## src/rtl/bin_to_bcd_seq.sv

```systemverilog
// bin_to_bcd_seq: sequential double-dabble binary-to-BCD converter.
// A start/busy/done handshake runs one iteration per clock. The output
// register holds the last result, so the display never shows partial values.
module bin_to_bcd_seq #(
  parameter int IN_W   = 7,
  parameter int DIGITS = 3
) (
  input  logic                  clk,
  input  logic                  rst_n,
  input  logic                  start,
  input  logic [IN_W-1:0]       bin,
  output logic                  busy,
  output logic                  done,
  output logic [4*DIGITS-1:0]   bcd,
  output logic                  ovf
);

  localparam int BCD_W = 4 * DIGITS;
  localparam int CNT_W = $clog2(IN_W + 1);
  localparam logic [CNT_W-1:0] LAST_CNT = CNT_W'(IN_W - 1);
  // Largest value that fits in DIGITS decimal digits.
  localparam longint unsigned MAX_DEC = (longint'(10) ** DIGITS) - 1;

  typedef enum logic [1:0] {
    S_IDLE  = 2'd0,
    S_SHIFT = 2'd1,
    S_DONE  = 2'd2
  } state_t;

  state_t            r_state;
  state_t            w_state_next;
  logic              w_accept;
  logic              w_last;
  logic              w_busy;
  logic              w_done;
  logic              w_ovf_in;

  logic [IN_W-1:0]   r_shift;
  logic [BCD_W-1:0]  r_scratch;
  logic [CNT_W-1:0]  r_cnt;
  logic              r_ovf_cap;
  logic [BCD_W-1:0]  r_bcd;
  logic              r_ovf;

  logic [BCD_W-1:0]  w_adj;
  logic [BCD_W-1:0]  w_scratch_next;
  logic [IN_W-1:0]   w_shift_next;

  // Overflow is decided from the raw input at capture time.
  assign w_ovf_in = (64'(bin) > MAX_DEC);

  // Add-3 correction: every scratch digit of 5 or more gets +3 before the shift.
  genvar gi;
  generate
    for (gi = 0; gi < DIGITS; gi++) begin : g_adj
      assign w_adj[4*gi +: 4] = (r_scratch[4*gi +: 4] >= 4'd5)
                              ? (r_scratch[4*gi +: 4] + 4'd3)
                              : r_scratch[4*gi +: 4];
    end
  endgenerate

  // Shift {scratch, shift_reg} left by one; the carry out of the top digit is dropped.
  assign w_scratch_next = BCD_W'({w_adj, r_shift[IN_W-1]});
  assign w_shift_next   = r_shift << 1;

  // State register.
  always_ff @(posedge clk or negedge rst_n) begin
    if (!rst_n) begin
      r_state <= S_IDLE;
    end else begin
      r_state <= w_state_next;
    end
  end

  // Next-state logic and handshake outputs.
  always_comb begin
    w_state_next = r_state;
    w_accept     = 1'b0;
    w_last       = 1'b0;
    w_busy       = 1'b0;
    w_done       = 1'b0;
    case (r_state)
      S_IDLE: begin
        if (start) begin
          w_state_next = S_SHIFT;
          w_accept     = 1'b1;
        end
      end
      S_SHIFT: begin
        w_busy = 1'b1;
        if (r_cnt == LAST_CNT) begin
          w_state_next = S_DONE;
          w_last       = 1'b1;
        end
      end
      S_DONE: begin
        w_done       = 1'b1;
        w_state_next = S_IDLE;
      end
      default: begin
        w_state_next = S_IDLE;
      end
    endcase
  end

  // Working registers: load on accept, iterate while shifting.
  always_ff @(posedge clk or negedge rst_n) begin
    if (!rst_n) begin
      r_shift   <= '0;
      r_scratch <= '0;
      r_cnt     <= '0;
      r_ovf_cap <= 1'b0;
    end else if (w_accept) begin
      r_shift   <= bin;
      r_scratch <= '0;
      r_cnt     <= '0;
      r_ovf_cap <= w_ovf_in;
    end else if (r_state == S_SHIFT) begin
      r_shift   <= w_shift_next;
      r_scratch <= w_scratch_next;
      r_cnt     <= r_cnt + 1'b1;
    end
  end

  // Result registers change only on the edge that enters DONE.
  always_ff @(posedge clk or negedge rst_n) begin
    if (!rst_n) begin
      r_bcd <= '0;
      r_ovf <= 1'b0;
    end else if (w_last) begin
      r_bcd <= w_scratch_next;
      r_ovf <= r_ovf_cap;
    end
  end

  assign busy = w_busy;
  assign done = w_done;
  assign bcd  = r_bcd;
  assign ovf  = r_ovf;

endmodule

```

## config.mk

```make
export PLATFORM = sky130hd
export DESIGN_NAME = bin_to_bcd_seq
export DESIGN_NICKNAME = d
export VERILOG_FILES = /design/src/rtl/bin_to_bcd_seq.sv
export SDC_FILE = /design/constraint.sdc
export NUM_CORES = 1
export LEC_CHECK = 0
export CORE_ASPECT_RATIO = 2
export CORE_MARGIN = 3
export CORE_UTILIZATION = 40
export CTS_CLUSTER_SIZE = 40
export DETAILED_ROUTE_END_ITERATION = 8
export SLEW_MARGIN = 20
export SYNTH_ARGS = -nofsm -noshare
export SYNTH_HDL_FRONTEND = slang
export SYNTH_SLANG_ARGS = --single-unit
```

## constraint.sdc

```tcl
create_clock -name clk -period 2.9 [get_ports clk]
set_input_delay 0.58 -clock clk [delete_from_list [all_inputs] [get_ports clk]]
set_output_delay 0.58 -clock clk [all_outputs]
set_load 0.05 [all_outputs]
```

==> run_results.csv, run 1 <==
group,metric,value,unit
timing,max_freq,380.8,MHz
drt,finalWirelength,3827,µm
layout,drive_gt1_share,8.867,%
hold_path,min_delay_worst_endpoint,"bcd[5]",
layout,fin_util,50.36,%
power_and_ir_drop,irDropWorstVdd,0.8114,mV
die,dieArea,5339,µm²
die,die_x,53.19,µm
timing,timing_hold_violations_final,0,
synth,synth-seq-cells,36,
synth,yosysSeqAreaShare,50.56,%
layout,nets,220,
clocking,tritoncts,"done",
timing,final_max_slew_viol_count,0,
hold_path,hold_depth,2,
synth,avgSynthCellArea,9.954,µm²
global_routing,grt_max_degree,37,
setup_path,cp_max_fo,11,
clocking,clock-root-buffer,"clkbuf_8",
clocking,clockBufferDepth,2,
synth,yosys.area.top_type_share,50.56,%
global_routing,overflow,0,
power_and_ir_drop,combPwrFrac,49.3,%
clocking,htreeDepth,2,
power_and_ir_drop,p_seq_share,36.1,%
synth,synth_cell_types,31,
synth,syn_area,1782,µm²
global_routing,track_usage,16.25,%
global_routing,grt_pass1_vias,1391,
drt,drtAntennaViolNets,0,
setup_path,endpoint_kind,"output port",
setup_path,r2r-end,"r_scratch[10]",
synth,synthTopCellsByArea,"dfrtp_1, o21ai_0, ha_1",
power_and_ir_drop,switchingPower,1.107,mW
global_routing,antenna_found_initial,0,
global_routing,grt_pass1_wl,6348,µm
job,cap_viol_max_count,0,
clocking,numCtsBuffers,5,
drt,vias,1327,
power_and_ir_drop,p_per_area,1170,nW/µm²
timing,maxSlewHeadroom,65.63,%
setup_path,r2r_slack,1.23,ns
timing,setup_viol,0,
hold_path,min_from,"bcd[5]",
placement,place_ws,0.5993,ns
clocking,hold_buffers,0,
power_and_ir_drop,pwr-share-clk,14.6,%
timing,worst_pin_slew,0.5139,ns
die,start_util,42.31,%
layout,fillers,398,
timing,setup_tns,0,ns
timing,rsz0062_at_grt,"no",
setup_path,start_kind,"flip-flop",
power_and_ir_drop,power.share.switching,44.60,%
timing,hold_ws,0.4853,ns
placement,dpl.hpwl,2696,µm
setup_path,arrival,2.05,ns
setup_path,critical_path_class,"flip-flop to output port",
die,rows,33,
placement,gp_congestion,0.7420,
status,status,"finished clean",
hold_path,holdCritPathClass,"flip-flop to flip-flop",
drt,vias_per_cell,5.204,
timing,worst_slack,0.2742,ns
die,die_height,100.4,µm
synth,yosysWarnings,0,
power_and_ir_drop,p_int,1.375,mW
clocking,clkSlewWorstSetupHoldPaths,0.07,ns
drt,avgRoutedWirePerCell,15.01,µm
synth,synth_nets,197,
setup_path,r2r_start,"r_scratch[8]",
setup_path,critPathLaunch,"r_state[1]",
synth,netlist_instances,179,
layout,area_delta_synth_final,19.03,%
clocking,clkLatencyLatePin,0.29,ns
placement,io_buffers,23,
clocking,cts-resized-gates,0,
setup_path,rr_worst_depth,6,
drt,drc_errors,0,
setup_path,cp_data_required_time,2.32,ns
timing,skew,0.005355,ns
clocking,cts.sinks,36,
timing,layout_min_cycle_time,2.626,ns
timing,fin_crit_sh,90.55,%
synth,yosys.area.top_type,"dfrtp_1",
die,ios,25,
clocking,post-cts-setup-buffers,0,
layout,n_antenna_cell,0,
drt,first_pass_iters,4,
die,coreArea,4212,µm²
drt,dr.first_iter.drc_count,23,
power_and_ir_drop,p_leak,0.9098,nW
## kinds of logic (layout without fill, tap and decap cells)
logic type / Yosys count / in the layout / share of synthesized area (%)
compound gates: 59 / 59 / 19.52
simple gates: 50 / 50 / 14.54
flops: 36 / 36 / 50.56
buf+inv: 18 / 42 / 5.336
fa+ha+maj: 8 / 8 / 5.618
mux: 4 / 4 / 2.738
xor+xnor: 3 / 3 / 1.475
other cells: 1 / 1 / 0.2105
## critical path, stage by stage, from the launching register on
cell and delay (ns):
dfrtp_1 0.49, nand2b_1 0.22, inv_2 0.20, clkdlybuf4s50_1 0.85
## Yosys cell counts
cell type	number
nand2b_1	4
nor3b_1	5
mux2_2	3
inv_1	8
xnor2_1	3
a31oi_1	1
o21ai_2	1
nand3_4	1
nor2b_1	8
a21oi_1	11
nor3_1	3
clkbuf_1	1
nand3_1	1
and2b_1	1
buf_6	2
a21oi_2	2
ha_1	8
o21ai_1	11
a22o_1	1
buf_4	2
inv_2	1
a22oi_1	6
conb_1	1
o21ai_0	23
dfrtp_1	36
buf_2	4
mux2_4	1
a2bb2oi_1	2
o21bai_4	1
nor2_1	3
nand2_1	24
## stage by stage
stage | cell area [µm²] | cells | power (mW)
final | 2121 | 255 | 2.481
after global placement | 2031 | 247 | 2.082
after global routing | 2121 | 255 | 2.685
after detailed placement | 2031 | 247 | 2.139
after CTS | 2121 | 255 | 2.516
after floorplan | 1782 | 179 | 1.792
## power groups by stage
stage	Clock (mW)	Sequential, mW	Combinational [mW]
detailed placement	0	0.901	1.24
floorplan	0	1.09	0.705
CTS	0.378	0.895	1.24
global placement	0	0.892	1.19
finish	0.363	0.895	1.22
global route	0.396	0.925	1.36
## cells in the final DEF (no fill, tap or decap), types with 5 or more instances in the layout
cell             instances
dfrtp_1                 36
nand2_1                 24
o21ai_0                 23
clkdlybuf4s50_1         23
a21oi_1                 11
o21ai_1                 11
inv_1                    8
nor2b_1                  8
ha_1                     8
a22oi_1                  6
clkbuf_8                 6
nor3b_1                  5
## sequential cells by signal, summed over array words and instances (netlist names)
| name | count |
|---|---|
| bcd | 12 |
| r_scratch | 12 |
| r_shift | 7 |
| r_cnt | 3 |
| r_state | 2 |
## layout make-up
| type | count | area [µm²] | area share, % |
|---|---|---|---|
| Timing Repair Buffer | 25 | 245.2 | 11.56 |
| Multi-Input combinational cell | 125 | 785.8 | 37.05 |
| Tap cell | 52 | 65.06 | 3.068 |
| Sequential cell | 36 | 900.9 | 42.48 |
| Inverter | 9 | 33.78 | 1.593 |
| Clock buffer | 8 | 90.09 | 4.248 |
## metal layers
layer	global-route usage, %	routed length [µm]
met4	7.677	84
met2	28.93	2043
met1	16.86	1517
met3	4.309	182
met5	0	0
## worst max path at each step
| stage | end | slack (ns) | cells after the start |
|---|---|---|---|
| floorplan | done | 1.10 | 2 |
| global placement | busy | 0.63 | 3 |
| detailed placement | busy | 0.60 | 3 |
| CTS | busy | 0.27 | 3 |
| global route | busy | 0.21 | 3 |
| finish | busy | 0.27 | 3 |
(Power assumes the default switching activity.)
==> run 2, diff against run 1 <==
Settings changed: CAP_MARGIN set to 20, CTS_CLUSTER_SIZE 40 to not set.
==> results of run 2 <==
The final DEF is identical to that of run 1; final timing and power are the same.
==> run 3, diff against run 2 <==
Clock period 2.9 ns to 2.3 ns, I/O delays scaled along.
==> run 3 against run 2 <==
Effect of this change: sequential share of layout area decreased by 0.50 points; critical endpoint is now done; highest routed layer unchanged; die area unchanged; clock skew decreased by 0.0039 ns; cell area increased by 1.2%; sequential cell count unchanged; register-to-register slack got worse by 0.60 ns; total power increased by 26%; critical path type unchanged; clock-buffer cell count unchanged; global-route usage decreased by 1.2 points; clock power increased by 23%; critical path depth decreased by 1; worst setup slack got worse by 0.0081 ns.
==> run_results.csv, run 3 (same netlist as run 1, synthesis figures left out) <==
group,metric,value,unit
timing,layout_min_cycle_time,2.034,ns
timing,maxSlewHeadroom,65.29,%
clocking,tritoncts,"done",
layout,fillers,413,
die,rows,33,
power_and_ir_drop,irDropWorstVdd,0.9548,mV
placement,dpl.hpwl,2455,µm
clocking,numCtsBuffers,5,
clocking,cts.sinks,36,
clocking,clock-root-buffer,"clkbuf_8",
global_routing,track_usage,15.06,%
timing,final_max_slew_viol_count,0,
layout,finalNonFillerCells,257,
layout,nets,222,
timing,max_freq,491.7,MHz
power_and_ir_drop,combPwrFrac,50.2,%
clocking,hold_buffers,0,
timing,skew,0.001433,ns
global_routing,grt_pass1_vias,1311,
clocking,clockBufferDepth,2,
die,ios,25,
timing,worst_pin_slew,0.5190,ns
drt,drc_errors,0,
setup_path,cp_max_fo,2,
die,start_util,42.31,%
setup_path,cp_data_required_time,1.84,ns
global_routing,grt_max_degree,37,
placement,gp_congestion,0.7548,
power_and_ir_drop,p_int,1.759,mW
global_routing,grt_pass1_wl,5961,µm
setup_path,start_kind,"flip-flop",
drt,dr.first_iter.drc_count,17,
layout,area_delta_synth_final,20.44,%
status,status,"finished clean",
drt,drtAntennaViolNets,0,
clocking,cts-resized-gates,0,
timing,hold_ws,0.4844,ns
drt,avgRoutedWirePerCell,13.63,µm
drt,vias_per_cell,5.175,
setup_path,arrival,1.57,ns
job,cap_viol_max_count,0,
timing,setup_viol,0,
layout,n_antenna_cell,0,
timing,rsz0062_at_grt,"no",
hold_path,holdCritPathClass,"flip-flop to flip-flop",
layout,layout_common_cells,"dfrtp_1, nand2_1, o21ai_0",
placement,dp_cells,249,
die,dieArea,5339,µm²
drt,vias,1330,
power_and_ir_drop,p_seq_share,35.5,%
clocking,htreeDepth,2,
clocking,clkSlewWorstSetupHoldPaths,0.07,ns
die,die_x,53.19,µm
setup_path,endpoint_kind,"output port",
layout,final-seq-area,900.9,µm²
timing,fin_crit_sh,88.43,%
layout,fin_util,50.95,%
clocking,post-cts-setup-buffers,0,
global_routing,antenna_found_initial,0,
die,die_height,100.4,µm
global_routing,overflow,0,
power_and_ir_drop,p_per_area,1455,nW/µm²
timing,setup_tns,0,ns
power_and_ir_drop,switchingPower,1.364,mW
timing,timing_hold_violations_final,0,
power_and_ir_drop,p_leak,0.9255,nW
drt,finalWirelength,3504,µm
drt,first_pass_iters,4,
layout,final_common_cell,"dfrtp_1",
hold_path,hold_depth,2,
setup_path,rr_worst_depth,5,
die,coreArea,4212,µm²
layout,multi_input_area,785.8,µm²
power_and_ir_drop,power.share.switching,43.66,%
placement,io_buffers,23,
power_and_ir_drop,pwr-share-clk,14.3,%
setup_path,critical_path_class,"flip-flop to output port",
clocking,clkLatencyLatePin,0.27,ns
layout,drive_gt1_share,10.24,%
-- run 3: cell count changes in the layout (fill, tap and decap cells not counted), sizes merged --
| cell | previous run | this run |
|---|---|---|
| buf | 2 | 5 |
| clkdlybuf4s50 | 23 | 22 |
-- run 3: cell type report --
type / count / share of cell area (%)
sequential: 36 / 41.98
multi-input combinational: 125 / 36.62
timing repair buffer: 27 / 12.59
clock buffer: 8 / 4.198
tap: 52 / 3.032
inverter: 9 / 1.574
-- run 3: routing by layer --
metal | global-route usage [%] | routed length [µm] | part of all wire [%] | vias up
li1 | - | - | - | 655
met1 | 16.67 | 1523 | 43 | 645
met2 | 26.34 | 1796 | 51 | 26
met3 | 3.566 | 141 | 4.0 | 4
met4 | 6.496 | 43 | 1.2 | 0
met5 | 0 | 0 | 0 | -
-- run 3: critical path: stages, from the launching register on --
cell and delay [ns]:
dfrtp_1 0.38, nor2b_1 0.11, clkdlybuf4s50_1 0.81
-- run 3: metrics by stage --
| stage | total power [mW] | setup slack, ns | instance area (µm²) |
|---|---|---|---|
| after floorplan | 2.259 | 0.6155 | 1782 |
| after global routing | 3.383 | 0.1952 | 2146 |
| after CTS | 3.176 | 0.2444 | 2146 |
| final | 3.123 | 0.2661 | 2146 |
| after detailed placement | 2.703 | 0.5018 | 2056 |
| after global placement | 2.664 | 0.5347 | 2056 |
-- run 3: final timing paths --
kind                            start  slack (ns)             to
min                            bcd[5]        0.48         bcd[5]
min reg2reg                    bcd[5]        0.48         bcd[5]
max reg2reg                r_state[1]        0.63         bcd[0]
max in group asynchronous       rst_n        1.37   r_scratch[4]
max                        r_state[0]        0.27           done
min in group asynchronous       rst_n        0.60  r_scratch[11]
-- run 3: power by group through the flow --
stage / Sequential [mW] / Clock, mW / Combinational [mW]
after floorplan: 1.37 / 0 / 0.889
after global placement: 1.11 / 0 / 1.56
after detailed placement: 1.12 / 0 / 1.59
after CTS: 1.11 / 0.474 / 1.59
after global routing: 1.14 / 0.499 / 1.74
final: 1.11 / 0.448 / 1.57
